--- src/rtl/lzrw1_pkg.sv ---
// Shared LZRW1 typedefs for the stream unpacker and decompressor_top.
// Holds the item encoding, the unpacker state enum and history-window constants.
package lzrw1_pkg;

  localparam int HISTORY_SIZE = 4096;

  typedef struct packed {
    logic [3:0]  length;
    logic [11:0] offset;
  } compressed_t;

  typedef struct packed {
    logic [7:0] zero;
    logic [7:0] character;
  } literal_t;

  typedef union packed {
    literal_t    character;
    compressed_t compressed_objects;
  } data_in_t;

  typedef enum logic [2:0] {
    ST_CTRL_0  = 3'd0,
    ST_CTRL_1  = 3'd1,
    ST_ITEM_B0 = 3'd2,
    ST_ITEM_B1 = 3'd3,
    ST_EMIT    = 3'd4
  } unpack_state_e;

  // A zero length or zero offset cannot come from a well-formed compressor.
  function automatic logic is_bad_copy(input logic [7:0] hi, input logic [7:0] lo);
    return (hi[7:4] == 4'h0) || ({hi[3:0], lo} == 12'h000);
  endfunction

endpackage

--- src/rtl/decompressor_stream_unpacker.sv ---
// Splits an LZRW1 byte stream into {item, control bit} pairs for the decompressor.
// Optional format checking is built when UNPACK_ERR_CHECK_EN is defined.
//
// state      | meaning
// CTRL_0     | waiting for control byte ctrl[7:0]
// CTRL_1     | waiting for control byte ctrl[15:8] (16-item groups only)
// ITEM_B0    | waiting for literal byte or copy high byte
// ITEM_B1    | waiting for copy low byte
// EMIT       | item held on outputs until the decompressor takes it
module decompressor_stream_unpacker
  import lzrw1_pkg::*;
#(
  parameter int ITEMS_PER_GROUP = 16
) (
  input  logic        clock,
  input  logic        reset,
  input  logic [7:0]  byte_in,
  input  logic        byte_in_valid,
  input  logic        byte_in_last,
  output logic        byte_in_ready,
  output logic [15:0] data_out,
  output logic        control_out,
  output logic        item_valid,
  input  logic        decompressor_busy,
  output logic        format_error
);

  localparam logic [3:0] LAST_IDX = 4'(ITEMS_PER_GROUP - 1);

  unpack_state_e state_q, state_d;
  logic [15:0]   ctrl_q, ctrl_d;
  logic [3:0]    item_idx_q, item_idx_d;
  data_in_t      data_q, data_d;
  logic          control_q, control_d;
  logic          last_q, last_d;
  logic          ready_q, ready_d;
  logic          valid_q, valid_d;
  logic          fire;

  assign fire = byte_in_valid & ready_q;

  always_comb begin
    state_d    = state_q;
    ctrl_d     = ctrl_q;
    item_idx_d = item_idx_q;
    data_d     = data_q;
    control_d  = control_q;
    last_d     = last_q;

    case (state_q)
      ST_CTRL_0: begin
        if (fire) begin
          ctrl_d = {8'h00, byte_in};
          if (byte_in_last)
            state_d = ST_CTRL_0;
          else if (ITEMS_PER_GROUP == 16)
            state_d = ST_CTRL_1;
          else
            state_d = ST_ITEM_B0;
          item_idx_d = 4'd0;
        end
      end
      ST_CTRL_1: begin
        if (fire) begin
          ctrl_d[15:8] = byte_in;
          state_d      = byte_in_last ? ST_CTRL_0 : ST_ITEM_B0;
          item_idx_d   = 4'd0;
        end
      end
      ST_ITEM_B0: begin
        if (fire) begin
          if (!ctrl_q[0]) begin
            data_d    = data_in_t'({8'h00, byte_in});
            control_d = 1'b0;
            last_d    = byte_in_last;
            state_d   = ST_EMIT;
          end else if (byte_in_last) begin
            // A copy cut off after its first byte is unusable; drop it.
            state_d    = ST_CTRL_0;
            item_idx_d = 4'd0;
          end else begin
            data_d.compressed_objects.length      = byte_in[7:4];
            data_d.compressed_objects.offset[11:8] = byte_in[3:0];
            state_d = ST_ITEM_B1;
          end
        end
      end
      ST_ITEM_B1: begin
        if (fire) begin
          data_d.compressed_objects.offset[7:0] = byte_in;
          control_d = 1'b1;
          last_d    = byte_in_last;
          state_d   = ST_EMIT;
        end
      end
      ST_EMIT: begin
        if (!decompressor_busy) begin
          ctrl_d = {1'b0, ctrl_q[15:1]};
          if (item_idx_q == LAST_IDX || last_q) begin
            state_d    = ST_CTRL_0;
            item_idx_d = 4'd0;
          end else begin
            state_d    = ST_ITEM_B0;
            item_idx_d = item_idx_q + 4'd1;
          end
          last_d = 1'b0;
        end
      end
      default: begin
        state_d    = ST_CTRL_0;
        item_idx_d = 4'd0;
      end
    endcase

    ready_d = (state_d != ST_EMIT);
    valid_d = (state_d == ST_EMIT);
  end

  always_ff @(posedge clock) begin
    if (reset) begin
      state_q    <= ST_CTRL_0;
      ctrl_q     <= 16'h0000;
      item_idx_q <= 4'd0;
      data_q     <= data_in_t'(16'h0000);
      control_q  <= 1'b0;
      last_q     <= 1'b0;
      ready_q    <= 1'b0;
      valid_q    <= 1'b0;
    end else begin
      state_q    <= state_d;
      ctrl_q     <= ctrl_d;
      item_idx_q <= item_idx_d;
      data_q     <= data_d;
      control_q  <= control_d;
      last_q     <= last_d;
      ready_q    <= ready_d;
      valid_q    <= valid_d;
    end
  end

  assign byte_in_ready = ready_q;
  assign item_valid    = valid_q;
  assign data_out      = data_q;
  assign control_out   = control_q;

`ifdef UNPACK_ERR_CHECK_EN
  logic err_q, err_d;
  logic trunc, bad_copy;

  always_comb begin
    trunc = fire & byte_in_last &
            ((state_q == ST_CTRL_0) || (state_q == ST_CTRL_1) ||
             ((state_q == ST_ITEM_B0) && ctrl_q[0]));
    bad_copy = fire && (state_q == ST_ITEM_B1) &&
               is_bad_copy(data_q[15:8], byte_in);
    err_d = err_q | trunc | bad_copy;
  end

  always_ff @(posedge clock) begin
    if (reset) err_q <= 1'b0;
    else       err_q <= err_d;
  end

  assign format_error = err_q;
`else
  assign format_error = 1'b0;
`endif

endmodule

--- config.mk ---
export PLATFORM = sky130hd
export DESIGN_NAME = decompressor_stream_unpacker
export DESIGN_NICKNAME = d
export VERILOG_FILES = /design/src/rtl/lzrw1_pkg.sv /design/src/rtl/decompressor_stream_unpacker.sv
export SDC_FILE = /design/constraint.sdc
export NUM_CORES = 1
export LEC_CHECK = 0
export ABC_AREA = 1
export BUFFER_PORTS_ARGS = -buffer_cell sky130_fd_sc_hd__clkbuf_2
export CORE_MARGIN = 2
export CORE_UTILIZATION = 55
export CTS_CLUSTER_SIZE = 24
export DETAILED_ROUTE_END_ITERATION = 8
export GPL_ROUTABILITY_DRIVEN = 0
export PLACE_DENSITY = 0.8
export SETUP_SLACK_MARGIN = 0.15
export SYNTH_ARGS = -nofsm -noshare
export SYNTH_HDL_FRONTEND = slang
export SYNTH_SLANG_ARGS = --single-unit
--- constraint.sdc ---
create_clock -name clock -period 1.7 [get_ports clock]
set_clock_uncertainty 0.1 [all_clocks]
set_input_delay 0.085 -clock clock [delete_from_list [all_inputs] [get_ports clock]]
set_output_delay 0.085 -clock clock [all_outputs]
set_load 0.05 [all_outputs]
Yosys cells after proc, flatten, opt, wreduce, memory -nomap -nowiden
Index checks and enable logic that the tools add are counted.
- bits in registers: 43
- word-level logic and storage cells: 80
- output and inout bits: 20
- bits of input ports: 13
- $add $sub $neg: 1
- mux-type cells: 37
- eq/ne operators: 17
- reduce and logical (&&, ||, !) cells: 13
- bitwise gates (word level): 2
- operator list (cell ; number):
    2-to-1 mux 8 bit ; 5
    2-to-1 mux 16 bit ; 2
    one-hot mux 8 bit (2 select lines) ; 2
    2-to-1 mux 4 bit ; 6
    one-hot mux 8 bit (3 select lines) ; 1
    2-to-1 mux 3 bit ; 6
    inequality test 2 bit, second input constant ; 9
    one-hot mux 4 bit (4 select lines) ; 1
    one-hot mux 3 bit (5 select lines) ; 1
    2-to-1 mux 1 bit ; 8
    AND reduction 4 bit ; 2
    equality test 3 x 2 -> 1 bit, second input constant ; 2
    equality test 3 bit, second input constant ; 2
    2-to-1 mux 2 bit ; 3
    AND reduction 3 bit ; 2
    AND reduction 6 bit ; 1
    nonzero test 3 bit ; 2
    AND reduction 5 bit ; 1
    adder 4 x 1 -> 4 bit, second input constant ; 1
    equality test 4 bit, second input constant ; 1
    nonzero test 2 bit ; 2
    equality test 3 x 1 -> 1 bit, second input constant ; 1
    zero test 3 bit ; 1
    inequality test 3 bit, second input constant ; 1
    other kinds (7) ; 7

Longest topological paths before layout
Gate-level depths: netlist (run 1).
- depth after elaboration: 6
- depth in mapped cells: 10
- gate-level depth less buffers: 8

Least setup slack after synthesis (run 1)
Ideal clock, no wire load.
- path type: flip-flop to flip-flop
- from: register ready_q, in the netlist byte_in_ready
- to: register ctrl_q[6]
- data required time: 1481 ps
- period minus slack after synthesis: 1685 ps
- setup slack: 15 ps
- setup time: 119 ps
- path buffers: 1
- stages on the path, launching flop included: 7
- arrival time: 1466 ps
- path through: dfxtp_1 > nand2_2 > nand2_1 > nand3_1 > buf_6 > o21ai_0 > a21oi_1
- longest elaborated chain between the ends: 3
- RTL lines (item ; line ; text):
    start, declared ; decompressor_stream_unpacker.sv:36 ; logic ready_q, ready_d;
    start signal, assigned ; decompressor_stream_unpacker.sv:136 ; ready_q <= ready_d;
    AND 1 bit ; decompressor_stream_unpacker.sv:40 ; assign fire = byte_in_valid & ready_q;
    inequality test 2 bit (no source line) ; - ;
    AND reduction 3 bit (no source line) ; - ;
    end signal, assigned ; decompressor_stream_unpacker.sv:131 ; ctrl_q <= ctrl_d;
    end, declared ; decompressor_stream_unpacker.sv:31 ; logic [15:0] ctrl_q, ctrl_d;
No other way between the ends.
A chain may end at the register's enable or synchronous reset.

Worst setup path in the final report (run 1)
- from: register state_q[2]
- to: register data_q, in the netlist data_out[5]
- longest elaborated chain between the ends: 3
- elaborated cells on any way between the ends: 8
- those cells by class: 5 x eq/ne; 1 x mux; 2 x reduce/logical
- RTL lines (item ; line ; text):
    start, declared ; decompressor_stream_unpacker.sv:30 ; unpack_state_e state_q, state_d;
    start signal, assigned ; decompressor_stream_unpacker.sv:130 ; state_q <= state_d;
    equality test 3 x 2 -> 1 bit ; decompressor_stream_unpacker.sv:50 ; case (state_q)
    inequality test 2 bit (no source line) or nonzero test 2 bit (tied branches) ; - ;
    AND reduction 4 bit (no source line) ; - ;
    end signal, assigned ; decompressor_stream_unpacker.sv:124 ; data_q <= data_in_t'(16'h0000);
    end signal, assigned ; decompressor_stream_unpacker.sv:133 ; data_q <= data_d;
    end, declared ; decompressor_stream_unpacker.sv:33 ; data_in_t data_q, data_d;
Several ways; a longest one is shown, not always the timed one.

==> results.py, run 1 <==
metrics = {
    "die": {
        "initial_utilization_pct": 56.59,
        "die_x_microns": 64.91,
        "top_level_ports": 33,
        "core_sq_mm": 0.003606,
        "die_h_microns": 64.91,
        "rows": 22,
        "fp.dieArea_sq_mm": 0.004213,
    },
    "synth": {
        "yosysWarningCount": 0,
        "ys_ff_latch": 43,
        "synth_area_sq_mm": 0.002041,
        "synth.avg_cell_area_sq_um": 6.918,
        "netlist-cell-type-count": 25,
        "synth_seq_area_share_pct": 42.18,
        "syn_nets": 309,
        "synthCells": 295,
    },
    "sta": {
        "hold_slack_ns": 0.007948,
        "max_freq_mhz": 648.3,
        "setup_viol": 0,
        "hold_viol": 0,
        "setup_tns_ns": 0,
        "rsz0062_at_grt": "no",
        "drv_slew": 0,
        "finalCritPeriodShare_pct": 90.74,
        "fin_crit_ns": 1.543,
    },
    "layout": {
        "mostFrequentLayoutCell": "nand2_1",
        "syn2layout_area_growth_pct": 22.01,
        "final_cell_mix": "65 x nand2_1, 39 x dfxtp_1, 33 x inv_1, 32 x nor2_1, 32 x a21oi_1",
        "fin_nets": 354,
        "layout-drive-gt1-share_pct": 21.70,
        "antenna_cells": 0,
        "fin_util_pct": 69.05,
    },
    "status": {
        "status": "complete, no violations",
    },
    "detailed_routing": {
        "wl_per_cell_microns": 12.72,
        "viasPerCell": 5.087,
        "drtIter0Drc": 89,
        "postRouteAntennaNets": 0,
        "vias": 1979,
        "route.detailed.drc": 0,
        "drt-total-wl_microns": 4948,
        "drtPass1Iterations": 4,
    },
    "global_routing": {
        "grt_pass1_vias": 1715,
        "grt_max_degree": 26,
        "antenna_found_initial": 0,
        "grt_usage_pct": 24.48,
        "grt_pass1_wl_microns": 7831,
        "overflow": 0,
    },
    "critical_path": {
        "crit_type": "reg2reg",
        "critPathLaunchType": "flip-flop",
        "endpoint_kind": "flip-flop",
        "crit_arrival_ns": 1.67,
        "cp.required_ns": 1.83,
        "worst-path-max-fanout": 10,
    },
    "cts": {
        "clockBufferDepth": 2,
        "clockRootBuffer": "clkbuf_8",
        "htree_levels": 2,
        "numCtsBuffers": 5,
        "cts.sinks": 43,
        "cts_tree": "done",
        "clk_latency_ns": 0.30,
        "clkTransAtPathRegs_ns": 0.08,
    },
    "power": {
        "power.total_mw": 2.237,
        "cellPowerDensity_mw_per_mm2": 898.3,
        "power_leakage_nw": 1.146,
        "peakVddDrop_mv": 0.7327,
    },
    "placement": {
        "portBuffers": 31,
        "post-dp-hpwl_microns": 3371,
    },
    "min_path": {
        "hold_class": "in2reg",
    },
    "flow_run": {
        "maxCapViolCount": 0,
    },
}
-- final timing paths --
check,from,to,slack [ns],cells past startpoint
setup / recovery,state_q[2],data_out[5],0.16,7
setup reg to reg,state_q[2],data_out[5],0.16,7
hold reg to reg,ctrl_q[3],ctrl_q[3],0.35,2
hold / removal,byte_in[2],data_out[10],0.008,3
-- worst max-delay path, cell delays in order, from the launching register on --
cell and delay, ns:
dfxtp_2 0.36, buf_4 0.16, nor3_2 0.21, nand2_2 0.11
nand2_4 0.13, buf_4 0.13, o21ai_0 0.09, a21oi_1 0.17
-- stage by stage --
stage                     instances  instance area, sq um  worst slack [ns]
after floorplan                 295                  2042            0.2141
after global placement          371                  2241            0.2069
after detailed placement        371                  2241            0.1234
after CTS                       385                  2440            0.1901
after global routing            389                  2490           0.04416
final                           389                  2490            0.1574
-- synthesized netlist by cell type, drive strengths merged --
cell,count,area (sq um)
nand3,24,137.6
a21oi,32,160.2
nand2,71,276.5
inv,35,131.4
conb,1,3.750
o22ai,3,18.77
nand3b,1,7.510
nor2,40,177.7
ha,1,12.51
clkbuf,2,7.510
nand4,1,6.260
dfxtp,43,860.8
buf,10,76.32
o21ai,29,145.1
xnor2,1,8.760
nor3,1,10.01
-- report_power, final --
part           internal (mW)  leakage [nW]  total [mW]  switching [mW]
sequential              1.04         0.351        1.06          0.0176
combinational         0.0847         0.729       0.235           0.150
clock                  0.587        0.0654       0.944           0.356
-- what timing repair did --
item / CTS / global route
endpoints found under the hold margin: 11 / 0
buffers inserted: 0 / 4
hold buffers: 6 / 0
pin swaps: 0 / 2
setup endpoints to repair: 1 / 24
resized for setup: 2 / 10
-- kinds of logic after synthesis --
logic type      share of synthesized area (%)
buf+inv                                 10.55
simple gates                            30.17
xor+xnor                               0.4293
flops                                   42.18
compound gates                          15.88
other cells                            0.1838
fa+ha+maj                              0.6130
-- sequential cells by signal (all words and copies together) (netlist names) --
| register | count |
|---|---|
| item_idx_q | 4 |
| ctrl_q | 16 |
| byte_in_ready | 1 |
| item_valid | 1 |
| data_out | 16 |
| state_q | 3 |
| last_q | 1 |
| control_out | 1 |
-- metal layers --
metal | vias up | global-route usage, % | share of wire [%]
met4 | 0 | 8.777 | 2.9
met3 | 14 | 7.292 | 5.5
met1 | 866 | 30.68 | 44
li1 | 1033 | - | -
met2 | 66 | 39.82 | 48
met5 | - | 0 | 0
-- final cells by class --
class	instances	area, sq um
fill	312	1116
sequential	43	865.8
timing repair buffer	50	312.8
multi-input combinational	205	987.2
clock inverter	2	60.06
inverter	35	131.4
tap	48	60.06
clock buffer	6	72.57
No activity file was read; power rests on OpenSTA's default activity.
==> inputs of run 2 (changes only) <==
- CTS_BUF_LIST: unset -> sky130_fd_sc_hd__clkbuf_16
==> run 2 against run 1 <==
Net effect:
- worst setup slack improved by 0.072 ns
- register-to-register slack improved by 0.07 ns
- combinational power shrank 2%
- critical path type unchanged
- critical endpoint is now data_out[0]
- largest power group is now the clock network
==> results.py, run 2 (same netlist as run 1, synthesis figures left out) <==
metrics = {
    "global_routing": {
        "overflow": 0,
        "antenna_found_initial": 0,
        "grt_max_degree": 26,
        "grt_pass1_vias": 1769,
        "grt_pass1_wl_microns": 8238,
        "grt_usage_pct": 25.65,
    },
    "critical_path": {
        "worst-path-buf-inv": 2,
        "rr_worst_depth": 7,
        "critPathLaunchType": "flip-flop",
        "timing.reg2reg.setup_slack_ns": 0.23,
        "path_cells": "buf_4 > nor3_2 > nand2_2 > nand2_4 > buf_12 > o21ai_0 > a21oi_1",
        "reg2reg_to": "data_out[0]",
        "slowest_delay_ns": 0.35,
        "crit_arrival_ns": 1.58,
        "crit_type": "reg2reg",
        "cp.required_ns": 1.81,
        "endpoint_kind": "flip-flop",
        "critPathTopFamily": "simple AND/OR/NAND/NOR gates",
        "worst-path-max-fanout": 12,
        "critPathSlowestCell": "dfxtp_2",
        "reg2reg_from": "state_q[2]",
    },
    "flow_run": {
        "maxCapViolCount": 0,
    },
    "power": {
        "peakVddDrop_mv": 0.8077,
        "power_leakage_nw": 1.165,
        "swShare_pct": 21.84,
        "power.total_mw": 2.506,
        "pwr-share-comb_pct": 9.2,
        "p_switching_uw": 547.2,
        "cellPowerDensity_mw_per_mm2": 994.9,
        "p_clk_share_pct": 48.5,
        "p_int_mw": 1.959,
        "p_seq_share_pct": 42.3,
    },
    "cts": {
        "numCtsBuffers": 5,
        "htree_levels": 2,
        "clkTransAtPathRegs_ns": 0.06,
        "clockBufferDepth": 2,
        "cts.sinks": 43,
        "clk_latency_ns": 0.28,
        "clockRootBuffer": "clkbuf_16",
        "cts_tree": "done",
    },
    "sta": {
        "hold_viol": 0,
        "finalCritPeriodShare_pct": 86.51,
        "drv_slew": 0,
        "fin_crit_ns": 1.471,
        "rsz0062_at_grt": "yes",
        "max_freq_mhz": 680.0,
        "setup_viol": 0,
        "setup_tns_ns": 0,
    },
    "placement": {
        "post-dp-hpwl_microns": 3371,
        "dp.cells": 371,
        "portBuffers": 31,
    },
    "min_path": {
        "hold_depth": 3,
        "hold_class": "in2reg",
        "min_to": "data_out[12]",
        "hold_path_startpoint": "byte_in[4]",
    },
    "status": {
        "status": "complete, no violations",
    },
    "die": {
        "die_h_microns": 64.91,
        "initial_utilization_pct": 56.59,
        "fp.dieArea_sq_mm": 0.004213,
        "core_sq_mm": 0.003606,
        "die_x_microns": 64.91,
        "top_level_ports": 33,
        "rows": 22,
    },
    "layout": {
        "syn2layout_area_growth_pct": 23.42,
        "antenna_cells": 0,
        "n_fill_cell": 306,
        "fin_nets": 351,
        "mostFrequentLayoutCell": "nand2_1",
        "multi_input_area_sq_um": 977.2,
        "final_cell_mix": "66 x nand2_1, 39 x dfxtp_1, 35 x nor2_1, 34 x inv_1, 32 x a21oi_1",
        "ff_latch_area_sq_um": 865.8,
        "layoutNonFillerInstCount": 386,
        "layout-drive-gt1-share_pct": 20.71,
    },
    "detailed_routing": {
        "drtIter0Drc": 141,
        "route.detailed.drc": 0,
        "vias": 1966,
        "drt-total-wl_microns": 4999,
        "viasPerCell": 5.093,
        "wl_per_cell_microns": 12.95,
        "postRouteAntennaNets": 0,
        "drtPass1Iterations": 4,
    },
}
==> run 2: changes by cell type in the layout (fill, tap and decap cells not counted), sizes merged <==
cell,before,now
dlygate4sd3,6,3
inv,35,36
clkbuf,37,36
==> run 2: area by class of cell <==
cell class | count | area share (%)
multi-input cells | 205 | 38.80
clock inverters | 3 | 2.534
flip-flops and latches | 43 | 34.38
well taps | 48 | 2.384
clock buffers | 5 | 4.968
repair buffers | 47 | 11.72
inverters | 35 | 5.216
==> run 2: what timing repair did <==
| item | CTS | global route |
|---|---|---|
| pin swaps | 0 | 2 |
| setup buffers | 0 | 4 |
| hold buffers | 3 | 0 |
| endpoints found under the hold margin | 4 | 0 |
| gates resized for setup | 1 | 8 |
| cloned | 0 | 0 |
| endpoints found under the setup margin | 2 | 37 |
==> run 2: routing by layer <==
metal	part of all wire [%]	track usage, %	vias to the layer above	wire (microns)
li1	-	-	1022	-
met1	44	32.06	871	2188
met2	49	42.14	64	2429
met3	6.0	7.118	9	299
met4	1.6	9.309	0	82
met5	0	0	-	0
==> run 2: worst max path at each step <==
stage,startpoint,slack (ns),depth (start not counted),endpoint
after floorplan,byte_in_ready,0.21,6,ctrl_q[6]
after global placement,state_q[1],0.21,7,data_out[3]
after detailed placement,state_q[1],0.12,7,data_out[3]
after CTS,state_q[1],0.16,7,data_out[3]
after global routing,state_q[0],0.12,6,ctrl_q[2]
final,state_q[2],0.23,7,data_out[0]
==> run 2: metrics by stage <==
stage                     hold WS (ns)  worst slack [ns]  instance area [sq um]  util, %
after floorplan                 0.1199            0.2141                   2042        -
after global placement          0.2774            0.2069                   2241    62.14
after detailed placement        0.2770            0.1234                   2241    62.14
after CTS                      0.01171            0.1637                   2465    68.36
after global routing          0.007365            0.1218                   2519    69.85
final                          0.01239            0.2294                   2519    69.85
==> run 2: worst reg2reg max path, stage by stage (launching register included) <==
cell	delay, ns
dfxtp_2	0.35
buf_4	0.16
nor3_2	0.21
nand2_2	0.11
nand2_4	0.10
buf_12	0.12
o21ai_0	0.10
a21oi_1	0.15
==> run 2: power by group through the flow <==
stage	registers, mW	logic [mW]	clock network, mW
5_1_grt	1.06	0.259	1.27
3_5_place_dp	1.08	0.211	0
4_1_cts	1.06	0.219	1.22
2_1_floorplan	1.09	0.147	0
6_report	1.06	0.230	1.22
3_3_place_gp	1.08	0.207	0
==> inputs of run 3 (changes only) <==
- ABC_AREA: 1 -> unset
==> run 3 against run 2 <==
Net effect:
- register-to-register slack worse by 0.21 ns
- critical endpoint is now ctrl_q[1]
- synthesized cell count down 20%
- sequential cell count unchanged
- clock power down 25%
- die area up 0.46%
- non-clock buffer count up 10
- critical path depth unchanged
- highest routed layer unchanged
- sequential power about the same
- combinational power down 14%
- worst hold slack worse by 0.0018 ns
==> results.py, run 3 <==
metrics = {
    "cts": {
        "clockRootBuffer": "clkbuf_16",
        "numCtsBuffers": 5,
        "postCtsHoldBufs": 0,
        "cts_tree": "done",
        "clkTransAtPathRegs_ns": 0.06,
        "clockBufferDepth": 2,
        "clk_latency_ns": 0.28,
        "cts.sinks": 43,
        "htree_levels": 2,
    },
    "synth": {
        "synth_area_sq_mm": 0.002051,
        "yosysTopAreaCellShare_pct": 41.98,
        "yosysWarningCount": 0,
        "synth_seq_area_share_pct": 41.98,
        "syn_nets": 251,
        "netlist-cell-type-count": 43,
        "yosysMostFrequentCell": "dfxtp_1",
        "synth_edf_count": 0,
        "synth_area_leaders": "dfxtp_1 42%, mux2i_1 7.8%, nand3b_1 6.2%",
        "synthFlopType": "dfxtp_1",
        "yosys.area.top_type": "dfxtp_1",
        "synthCells": 237,
        "synth.avg_cell_area_sq_um": 8.653,
        "synthArstFlopShare_pct": 0,
        "synth_common_cells": "43 x dfxtp_1, 27 x nand2_1, 25 x a21oi_1, 25 x nor2_1, 17 x nand3b_1",
        "ys_ff_latch": 43,
    },
    "detailed_routing": {
        "routed.top_layer": "met4",
        "wl_per_cell_microns": 16.59,
        "wl_met3_microns": 332,
        "postRouteAntennaNets": 0,
        "vias": 1957,
        "wl_met1_microns": 2371,
        "drt-total-wl_microns": 5492,
        "route.detailed.drc": 0,
        "viasPerCell": 5.912,
        "drtPass1Iterations": 4,
        "drtIter0Drc": 206,
        "met2WireLength_microns": 2675,
    },
    "layout": {
        "fin_nets": 296,
        "layout-drive-gt1-share_pct": 33.92,
        "fin_util_pct": 74.62,
        "mostFrequentLayoutCell": "dfxtp_1",
        "antenna_cells": 0,
        "final_cell_mix": "39 x dfxtp_1, 31 x clkbuf_2, 27 x nand2_1, 25 x nor2_1, 21 x a21oi_1",
        "n_fill_cell": 274,
        "syn2layout_area_growth_pct": 32.21,
    },
    "die": {
        "core_sq_mm": 0.003633,
        "rows": 22,
        "die_h_microns": 65.06,
        "die_x_microns": 65.06,
        "initial_utilization_pct": 56.44,
        "fp.dieArea_sq_mm": 0.004233,
        "top_level_ports": 33,
    },
    "sta": {
        "max_freq_mhz": 595.7,
        "finalCritPeriodShare_pct": 98.74,
        "fin_crit_ns": 1.679,
        "setup_viol": 0,
        "drv_slew": 0,
        "rsz0062_at_grt": "yes",
        "hold_viol": 0,
    },
    "flow_run": {
        "maxCapViolCount": 0,
    },
    "power": {
        "peakVddDrop_mv": 0.7229,
        "power_leakage_nw": 1.018,
        "power.total_mw": 2.156,
        "cellPowerDensity_mw_per_mm2": 795.0,
    },
    "critical_path": {
        "crit_type": "reg2reg",
        "worst-path-max-fanout": 8,
        "cp.required_ns": 1.78,
        "crit_arrival_ns": 1.76,
        "critPathLaunchType": "flip-flop",
        "endpoint_kind": "flip-flop",
    },
    "global_routing": {
        "antenna_found_initial": 0,
        "grt_usage_pct": 25.16,
        "grt_max_degree": 32,
        "grt_pass1_vias": 1730,
        "overflow": 0,
        "grt_pass1_wl_microns": 8280,
    },
    "status": {
        "status": "complete, no violations",
    },
    "placement": {
        "portBuffers": 31,
        "post-dp-hpwl_microns": 3203,
    },
    "min_path": {
        "hold_class": "in2reg",
    },
}
## run 3: cell count changes in the layout (fill, tap and decap cells not counted), sizes merged, moves of 15 or more
cell | previous run | this run
nand2 | 71 | 27
inv | 36 | 5
o21ai | 29 | 3
mux2i | 0 | 16
nand3b | 1 | 17
nor2 | 40 | 25
## run 3: cell families (layout without fill, tap and decap cells)
| logic type | count (synthesis) | in the layout | share of synthesized area (%) |
|---|---|---|---|
| compound gates | 50 | 50 | 17.63 |
| flops | 43 | 43 | 41.98 |
| simple gates | 103 | 103 | 26.54 |
| buf+inv | 23 | 69 | 5.247 |
| mux | 16 | 16 | 7.809 |
| fa+ha+maj | 1 | 1 | 0.6100 |
| other cells | 1 | 1 | 0.1829 |
## run 3: cell type report
type / count / area [sq um] / area share, %
multi-input combinational: 171 / 1189 / 43.84
sequential: 43 / 875.8 / 32.30
timing repair buffer: 57 / 430.4 / 15.87
clock buffer: 5 / 125.1 / 4.615
tap: 48 / 60.06 / 2.215
clock inverter: 3 / 16.27 / 0.5999
inverter: 4 / 15.01 / 0.5538
## run 3: stage by stage
| stage | instances | instance area (sq um) | hold WS [ns] | worst slack (ns) | TNS, ns |
|---|---|---|---|---|---|
| 4_1_cts | 325 | 2539 | 0.007410 | 0.07803 | 0 |
| 3_5_place_dp | 311 | 2327 | 0.3075 | -0.04261 | -0.1233 |
| 6_report | 331 | 2711 | 0.01057 | 0.02140 | 0 |
| 5_1_grt | 331 | 2711 | 0.02547 | -0.03524 | -0.1140 |
| 3_3_place_gp | 311 | 2327 | 0.3038 | 0.04988 | 0 |
| 2_1_floorplan | 237 | 2087 | 0.1322 | 0.1169 | 0 |
## run 3: timing repair
item,in CTS,in global routing
gates cloned,0,1
pin swaps,3,28
setup endpoints to repair,32,40
gates resized for setup,10,29
setup buffers,6,5
## run 3: worst max-delay path: stages, from the launching register on
cell and delay [ns]:
dfxtp_4 0.37, buf_4 0.12, buf_8 0.09, or2b_1 0.25, a21oi_4 0.22, buf_12 0.14
nor2_1 0.04, a311oi_1 0.24
## run 3: report_power, final
part           leakage, nW  switching (mW)  internal [mW]
clock network       0.0710           0.384          0.536
registers            0.351          0.0154           1.02
logic                0.596           0.120         0.0784
total                 1.02           0.520           1.64
## run 3: worst paths after layout
kind         depth (start not counted)          from  slack (ns)           end
min                                  3    byte_in[0]        0.01   data_out[8]
min reg2reg                          2  data_out[12]        0.36  data_out[12]
max reg2reg                          7    state_q[2]        0.02     ctrl_q[1]
max                                  7    state_q[2]        0.02     ctrl_q[1]
## run 3: routing by layer
layer,vias to the layer above,global-route usage (%)
met5,-,0
met4,0,7.292
met3,11,5.556
met2,84,40.59
met1,932,33.88
li1,930,-
